$ cat config.mk
export PLATFORM = sky130hd
export DESIGN_NAME = gpio_input_conditioner_flat
export DESIGN_NICKNAME = d
export VERILOG_FILES = /design/src/rtl/gpio_input_conditioner_pkg.sv /design/src/rtl/gpio_input_conditioner_if.sv /design/src/rtl/gpio_input_conditioner_btn_debounce.sv /design/src/rtl/gpio_input_conditioner.sv /design/src/flat_wrapper.sv
export SDC_FILE = /design/constraint.sdc
export NUM_CORES = 1
export LEC_CHECK = 0
export ABC_AREA = 1
export CAP_MARGIN = 30
export CORE_MARGIN = 1
export CORE_UTILIZATION = 60
export CTS_CLUSTER_DIAMETER = 150
export CTS_CLUSTER_SIZE = 12
export DETAILED_ROUTE_END_ITERATION = 8
export HOLD_SLACK_MARGIN = 0.12
export PLACE_DENSITY = 0.8
export SYNTH_ARGS = -nofsm -noshare
export SYNTH_HDL_FRONTEND = slang
export SYNTH_SLANG_ARGS = --single-unit
$ cat constraint.sdc
create_clock -name i_clk -period 4.9 [get_ports i_clk]
set_clock_uncertainty 0.2 [all_clocks]
set_input_delay 0.735 -clock i_clk [delete_from_list [all_inputs] [get_ports i_clk]]
set_output_delay 0.735 -clock i_clk [all_outputs]
set_load 0.03 [all_outputs]
$ cat src/rtl/gpio_input_conditioner_pkg.sv
// Shared game parameters: button count and fixed bit positions of each player button.
package game_param;

  localparam int NUM_BTN    = 7;

  localparam int BTN_RIGHT  = 0;
  localparam int BTN_LEFT   = 1;
  localparam int BTN_JUMP   = 2;
  localparam int BTN_SQUAT  = 3;
  localparam int BTN_ATTACK = 4;
  localparam int BTN_DEFEND = 5;
  localparam int BTN_SELECT = 6;

endpackage

$ cat src/rtl/gpio_input_conditioner_if.sv
// Game-control side of the input conditioner: frame strobe in, conditioned button state out.
interface gpio_input_conditioner_if #(
  parameter int NUM_BTN = game_param::NUM_BTN
);

  logic               i_frame_tick;
  logic [NUM_BTN-1:0] o_level;
  logic [NUM_BTN-1:0] o_press_pulse;
  logic [NUM_BTN-1:0] o_frame_press;
  logic [NUM_BTN-1:0] o_frame_level;

  // Conditioner side.
  modport master (
    input  i_frame_tick,
    output o_level,
    output o_press_pulse,
    output o_frame_press,
    output o_frame_level
  );

  // Frame-timing / game-controller side.
  modport slave (
    output i_frame_tick,
    input  o_level,
    input  o_press_pulse,
    input  o_frame_press,
    input  o_frame_level
  );

endinterface

$ cat src/rtl/gpio_input_conditioner_btn_debounce.sv
// One button: 2-flop synchroniser, polarity normalisation, stable-count debounce, press pulse.
module btn_debounce #(
  parameter int DEBOUNCE_CYCLES = 250000,
  parameter int ACTIVE_LOW      = 1,
  parameter int CNT_WIDTH       = $clog2(DEBOUNCE_CYCLES + 1)
) (
  input  logic i_clk,
  input  logic i_rst,
  input  logic i_btn,
  output logic o_level,
  output logic o_press_pulse
);

  localparam logic                 RAW_IDLE = (ACTIVE_LOW != 0);
  localparam logic [CNT_WIDTH-1:0] CNT_LAST = CNT_WIDTH'(DEBOUNCE_CYCLES - 1);

  logic [1:0]           sync;
  logic                 s;
  logic [CNT_WIDTH-1:0] cnt;

  assign s = sync[1] ^ RAW_IDLE;

  always_ff @(posedge i_clk) begin
    if (i_rst) begin
      // Synchroniser reloads the released pin value so a held button looks like a fresh press.
      sync          <= {2{RAW_IDLE}};
      cnt           <= '0;
      o_level       <= 1'b0;
      o_press_pulse <= 1'b0;
    end else begin
      sync          <= {sync[0], i_btn};
      o_press_pulse <= 1'b0;
      if (s == o_level) begin
        cnt <= '0;
      end else if (cnt == CNT_LAST) begin
        o_level       <= ~o_level;
        o_press_pulse <= ~o_level;
        cnt           <= '0;
      end else begin
        cnt <= cnt + CNT_WIDTH'(1);
      end
    end
  end

endmodule

$ cat src/rtl/gpio_input_conditioner.sv
// Debounces the raw player buttons and latches presses per render frame for the game controller.
module gpio_input_conditioner #(
  parameter int NUM_BTN         = game_param::NUM_BTN,
  parameter int DEBOUNCE_CYCLES = 250000,
  parameter int ACTIVE_LOW      = 1
) (
  input  logic                      i_clk,
  input  logic                      i_rst,
  input  logic [NUM_BTN-1:0]        i_btn,
  gpio_input_conditioner_if.master  bus
);

  localparam int CNT_WIDTH = $clog2(DEBOUNCE_CYCLES + 1);

  logic [NUM_BTN-1:0] level;
  logic [NUM_BTN-1:0] pulse;
  logic [NUM_BTN-1:0] acc;

  for (genvar g = 0; g < NUM_BTN; g++) begin : g_btn
    btn_debounce #(
      .DEBOUNCE_CYCLES (DEBOUNCE_CYCLES),
      .ACTIVE_LOW      (ACTIVE_LOW),
      .CNT_WIDTH       (CNT_WIDTH)
    ) u_debounce (
      .i_clk         (i_clk),
      .i_rst         (i_rst),
      .i_btn         (i_btn[g]),
      .o_level       (level[g]),
      .o_press_pulse (pulse[g])
    );
  end

  assign bus.o_level       = level;
  assign bus.o_press_pulse = pulse;

  always_ff @(posedge i_clk) begin
    if (i_rst) begin
      acc               <= '0;
      bus.o_frame_press <= '0;
      bus.o_frame_level <= '0;
    end else if (bus.i_frame_tick) begin
      // A pulse landing on the tick is reported now and not carried into the next frame.
      bus.o_frame_press <= acc | pulse;
      bus.o_frame_level <= level;
      acc               <= '0;
    end else begin
      acc <= acc | pulse;
    end
  end

endmodule

$ cat src/flat_wrapper.sv
// flat-port wrapper written by rule: the top's interface ports become plain ports
module gpio_input_conditioner_flat 
#(
  parameter int NUM_BTN         = game_param::NUM_BTN,
  parameter int DEBOUNCE_CYCLES = 250000,
  parameter int ACTIVE_LOW      = 1
)
  (i_clk, i_rst, i_btn, bus_i_frame_tick, bus_o_level, bus_o_press_pulse, bus_o_frame_press, bus_o_frame_level);
  gpio_input_conditioner_if #(.NUM_BTN(NUM_BTN)) bus_i ();
  input  logic i_clk;
  input  logic i_rst;
  input  logic [NUM_BTN-1:0] i_btn;
  input wire logic [$bits(bus_i.i_frame_tick)-1:0] bus_i_frame_tick;
  output wire logic [$bits(bus_i.o_level)-1:0] bus_o_level;
  output wire logic [$bits(bus_i.o_press_pulse)-1:0] bus_o_press_pulse;
  output wire logic [$bits(bus_i.o_frame_press)-1:0] bus_o_frame_press;
  output wire logic [$bits(bus_i.o_frame_level)-1:0] bus_o_frame_level;
  assign bus_i.i_frame_tick = bus_i_frame_tick;
  assign bus_o_level = bus_i.o_level;
  assign bus_o_press_pulse = bus_i.o_press_pulse;
  assign bus_o_frame_press = bus_i.o_frame_press;
  assign bus_o_frame_level = bus_i.o_frame_level;
  gpio_input_conditioner #(.NUM_BTN(NUM_BTN), .DEBOUNCE_CYCLES(DEBOUNCE_CYCLES), .ACTIVE_LOW(ACTIVE_LOW)) u_core (.i_clk(i_clk), .i_rst(i_rst), .i_btn(i_btn), .bus(bus_i));
endmodule
==> impl_metrics.yaml <==
final_layout:
  nets: 1199
  n_fill_cell: 1113
  seqCellArea_mm2: 0.00350
  final_cells: 1371
  final_common_cell: "nand2_1"
  mostFrequentLayoutCells: "nand2_1 (265), nor2_1 (226), dfxtp_1 (175), inv_1 (124), nand3_1 (58)"
  fin_area_mm2: 0.00923
  syn_to_final_growth_pct: 12.0
  drive_above_1_share_pct: 9.37
  multiInputGateArea_mm2: 0.00400
  diodes: 0
route:
  drc: 0
  ant_nets: 0
  wl_mm: 16.4
  first_pass_iters: 5
  drtIter0Drc: 549
  wl_per_cell_um: 12.0
  vias: 6975
  vias_per_cell: 5.09
clocking:
  clock_latency_ps: 430
  clkTransAtPathRegs_ps: 70
  numCtsBuffers: 17
  cts_root_buf: "clkbuf_16"
  hold_buffers: 0
  cts_buffer_depth: 2
  cts_setup_buffers: 0
  h-tree-depth: 4
  clock_sinks: 175
  cts_tree: "yes"
  cts_resized: 0
logic_synthesis:
  ys_seq_area_share_pct: 42.5
  synthArstFlopShare_pct: 0
  syn_nets: 1172
  syn-cell-area_mm2: 0.00824
  avgSynthCellArea_um2: 7.14
  synth_edf_count: 0
  ys_warn_count: 0
  ys_types: 40
  ys_ff_latch: 175
  syn_inst: 1155
  synth_flop_cell: "dfxtp_1"
placement:
  dp_hpwl_mm: 11.6
  place_area_mm2: 0.00859
  dp_slack_ps: 1890
  io_buffers: 37
  gp_congestion: 0.915
  dpl.cell_count: 1339
pwr:
  p_clk_share_pct: 49.2
  seq_power_share_pct: 48.9
  netSwitchingFraction_pct: 20.5
  p_int_uw: 2340
  powerDensity_mw_per_mm2: 318
  combPwrFrac_pct: 1.9
  power_switching_uw: 601
  p_leak_uw: 0.00307
  max-vdd-ir-drop_mv: 0.265
global_route:
  antenna_found_initial: 0
  grt_pass1_wl_mm: 28.3
  met3_usage_pct: 5.22
  grtUsageTotal_pct: 24.7
  use_met2_pct: 43.4
  gr-total-overflow: 0
  use_met1_pct: 29.5
  grt_max_degree: 24
  grt_pass1_vias: 6455
  grt-busiest-layer: "met2"
timing:
  fin_ws_ps: 2340
  final-setup-viol-count: 0
  period_share_pct: 52.1
  rsz0062_at_grt: "false"
  relSlewSlack_pct: 59.0
  final.min_clock_period_ps: 2560
  finalHoldViolCount: 0
  drv_slew: 0
  fin_setup_tns_ps: 0
  tightestPinTransition_ps: 612
  fmax_ghz: 0.391
setup_path:
  required_ps: 5020
  end_kind: "flip-flop"
  critPathLaunchType: "input port"
  cpMaxStageDelayCell: "clkdlybuf4s50_1"
  max_stage_delay_ps: 860
  timing_worst_setup_path_type: "in -> reg"
  crit_arrival_ps: 2680
  crit_chain: "clkdlybuf4s50_1, clkinv_2, nand3_1, nand2_1, nand2_4, nor2_1"
  crit_fanout: 23
  worstSetupStartpoint: "i_rst"
  r2r-start: "u_core.g_btn[2].u_debounce.cnt[0]$_SDFF_PP0_"
floorplan:
  die_w_um: 119
  core_mm2: 0.0133
  initial_core_util_pct: 62.0
  row_count: 42
  num_io_pins: 38
  die_h_um: 119
  die-area_mm2: 0.0142
worst_hold_path:
  hp-class: "reg -> reg"
  min_from: "u_core.g_btn[6].u_debounce.sync[0]$_SDFF_PP1_"
run_status:
  status: "completed"
flow_run:
  cap_violations: 0
[power by group through the flow]
stage | clock (uW) | sequential (uW) | combinational [uW]
after floorplan | 0 | 1470 | 33.7
after global placement | 0 | 1470 | 53.6
after detailed placement | 0 | 1470 | 54.7
after CTS | 1470 | 1440 | 55.1
after global routing | 1530 | 1440 | 59.5
final | 1440 | 1440 | 54.4
[cell type report]
class	count	share of cell area, %
Clock inverter	12	1.97
Multi-Input combinational cell	819	43.3
Inverter	132	5.43
Sequential cell	175	37.9
Clock buffer	20	4.95
Timing Repair Buffer	37	4.01
Tap cell	176	2.39
[metal layers]
metal | part of all wire, % | wire length, um | vias to the layer above
li1 | - | - | 3651
met1 | 46 | 7490 | 3158
met3 | 3.6 | 594 | 30
met4 | 1.9 | 314 | 0
met2 | 49 | 7990 | 136
met5 | 0 | 0 | -
[flip-flops by register name (all words and copies together) (netlist names)]
signal / count
u_core.g_btn.u_debounce.o_level: 7
u_core.g_btn.u_debounce.sync: 14
u_core.g_btn.u_debounce.o_press_pulse: 7
u_core.bus.o_frame_press: 7
u_core.acc: 7
u_core.bus.o_frame_level: 7
u_core.g_btn.u_debounce.cnt: 126
[Yosys cell counts (2+ instances only)]
library cell | instances | area, um2
a21oi_1 | 52 | 260
a21oi_2 | 3 | 26.3
and2_0 | 2 | 12.5
and2_1 | 2 | 12.5
and3_1 | 3 | 18.8
buf_2 | 2 | 10.0
buf_4 | 16 | 120
buf_6 | 6 | 67.6
buf_8 | 2 | 30.0
clkbuf_1 | 2 | 7.51
dfxtp_1 | 175 | 3500
ha_1 | 7 | 87.6
inv_1 | 124 | 465
inv_2 | 5 | 18.8
inv_4 | 2 | 12.5
nand2_1 | 265 | 995
nand2_2 | 6 | 37.5
nand2_4 | 4 | 45.0
nand3_1 | 58 | 290
nand3_2 | 8 | 80.1
nand3b_1 | 9 | 67.6
nand4_1 | 19 | 119
nor2_1 | 226 | 848
nor2_2 | 25 | 156
nor2_4 | 7 | 78.8
nor3_1 | 13 | 65.1
o21ai_0 | 24 | 120
o21ai_1 | 4 | 20.0
o21bai_1 | 3 | 22.5
o22ai_1 | 5 | 31.3
or2_0 | 2 | 12.5
or2_2 | 18 | 113
xnor2_1 | 19 | 166
xor2_1 | 31 | 272
[cell families (layout without fill, tap and decap cells)]
logic type      after synthesis  after routing  synth area share [%]
xor+xnor                     50             50                  5.31
compound gates               92             92                  6.06
simple gates                670            670                  36.1
fa+ha+maj                     7              7                  1.06
flops                       175            175                  42.5
buf+inv                     161            201                  8.99
[per-stage QoR]
stage | total power [uW] | hold slack [ps] | util (%)
2_1_floorplan | 1510 | 189 | -
3_3_place_gp | 1520 | 191 | 64.6
3_5_place_dp | 1520 | 196 | 64.6
4_1_cts | 2960 | 212 | 69.4
5_1_grt | 3020 | 222 | 69.4
6_report | 2940 | 210 | 69.4
[worst max-delay path: cells and delay by family]
family,cells,cell delay (ps)
buf+inv,2,1300
simple gates,4,630
[final timing paths]
| kind | to | slack, ps | depth (start not counted) |
|---|---|---|---|
| max | u_core.g_btn[6].u_debounce.cnt[11]$_SDFF_PP0_ | 2340 | 6 |
| min reg2reg | u_core.g_btn[6].u_debounce.sync[1]$_SDFF_PP1_ | 210 | 1 |
| min | u_core.g_btn[6].u_debounce.sync[1]$_SDFF_PP1_ | 210 | 1 |
| max reg2reg | u_core.g_btn[2].u_debounce.cnt[3]$_SDFF_PP0_ | 3130 | 6 |
Note: power is estimated with default switching activity, not from simulation.
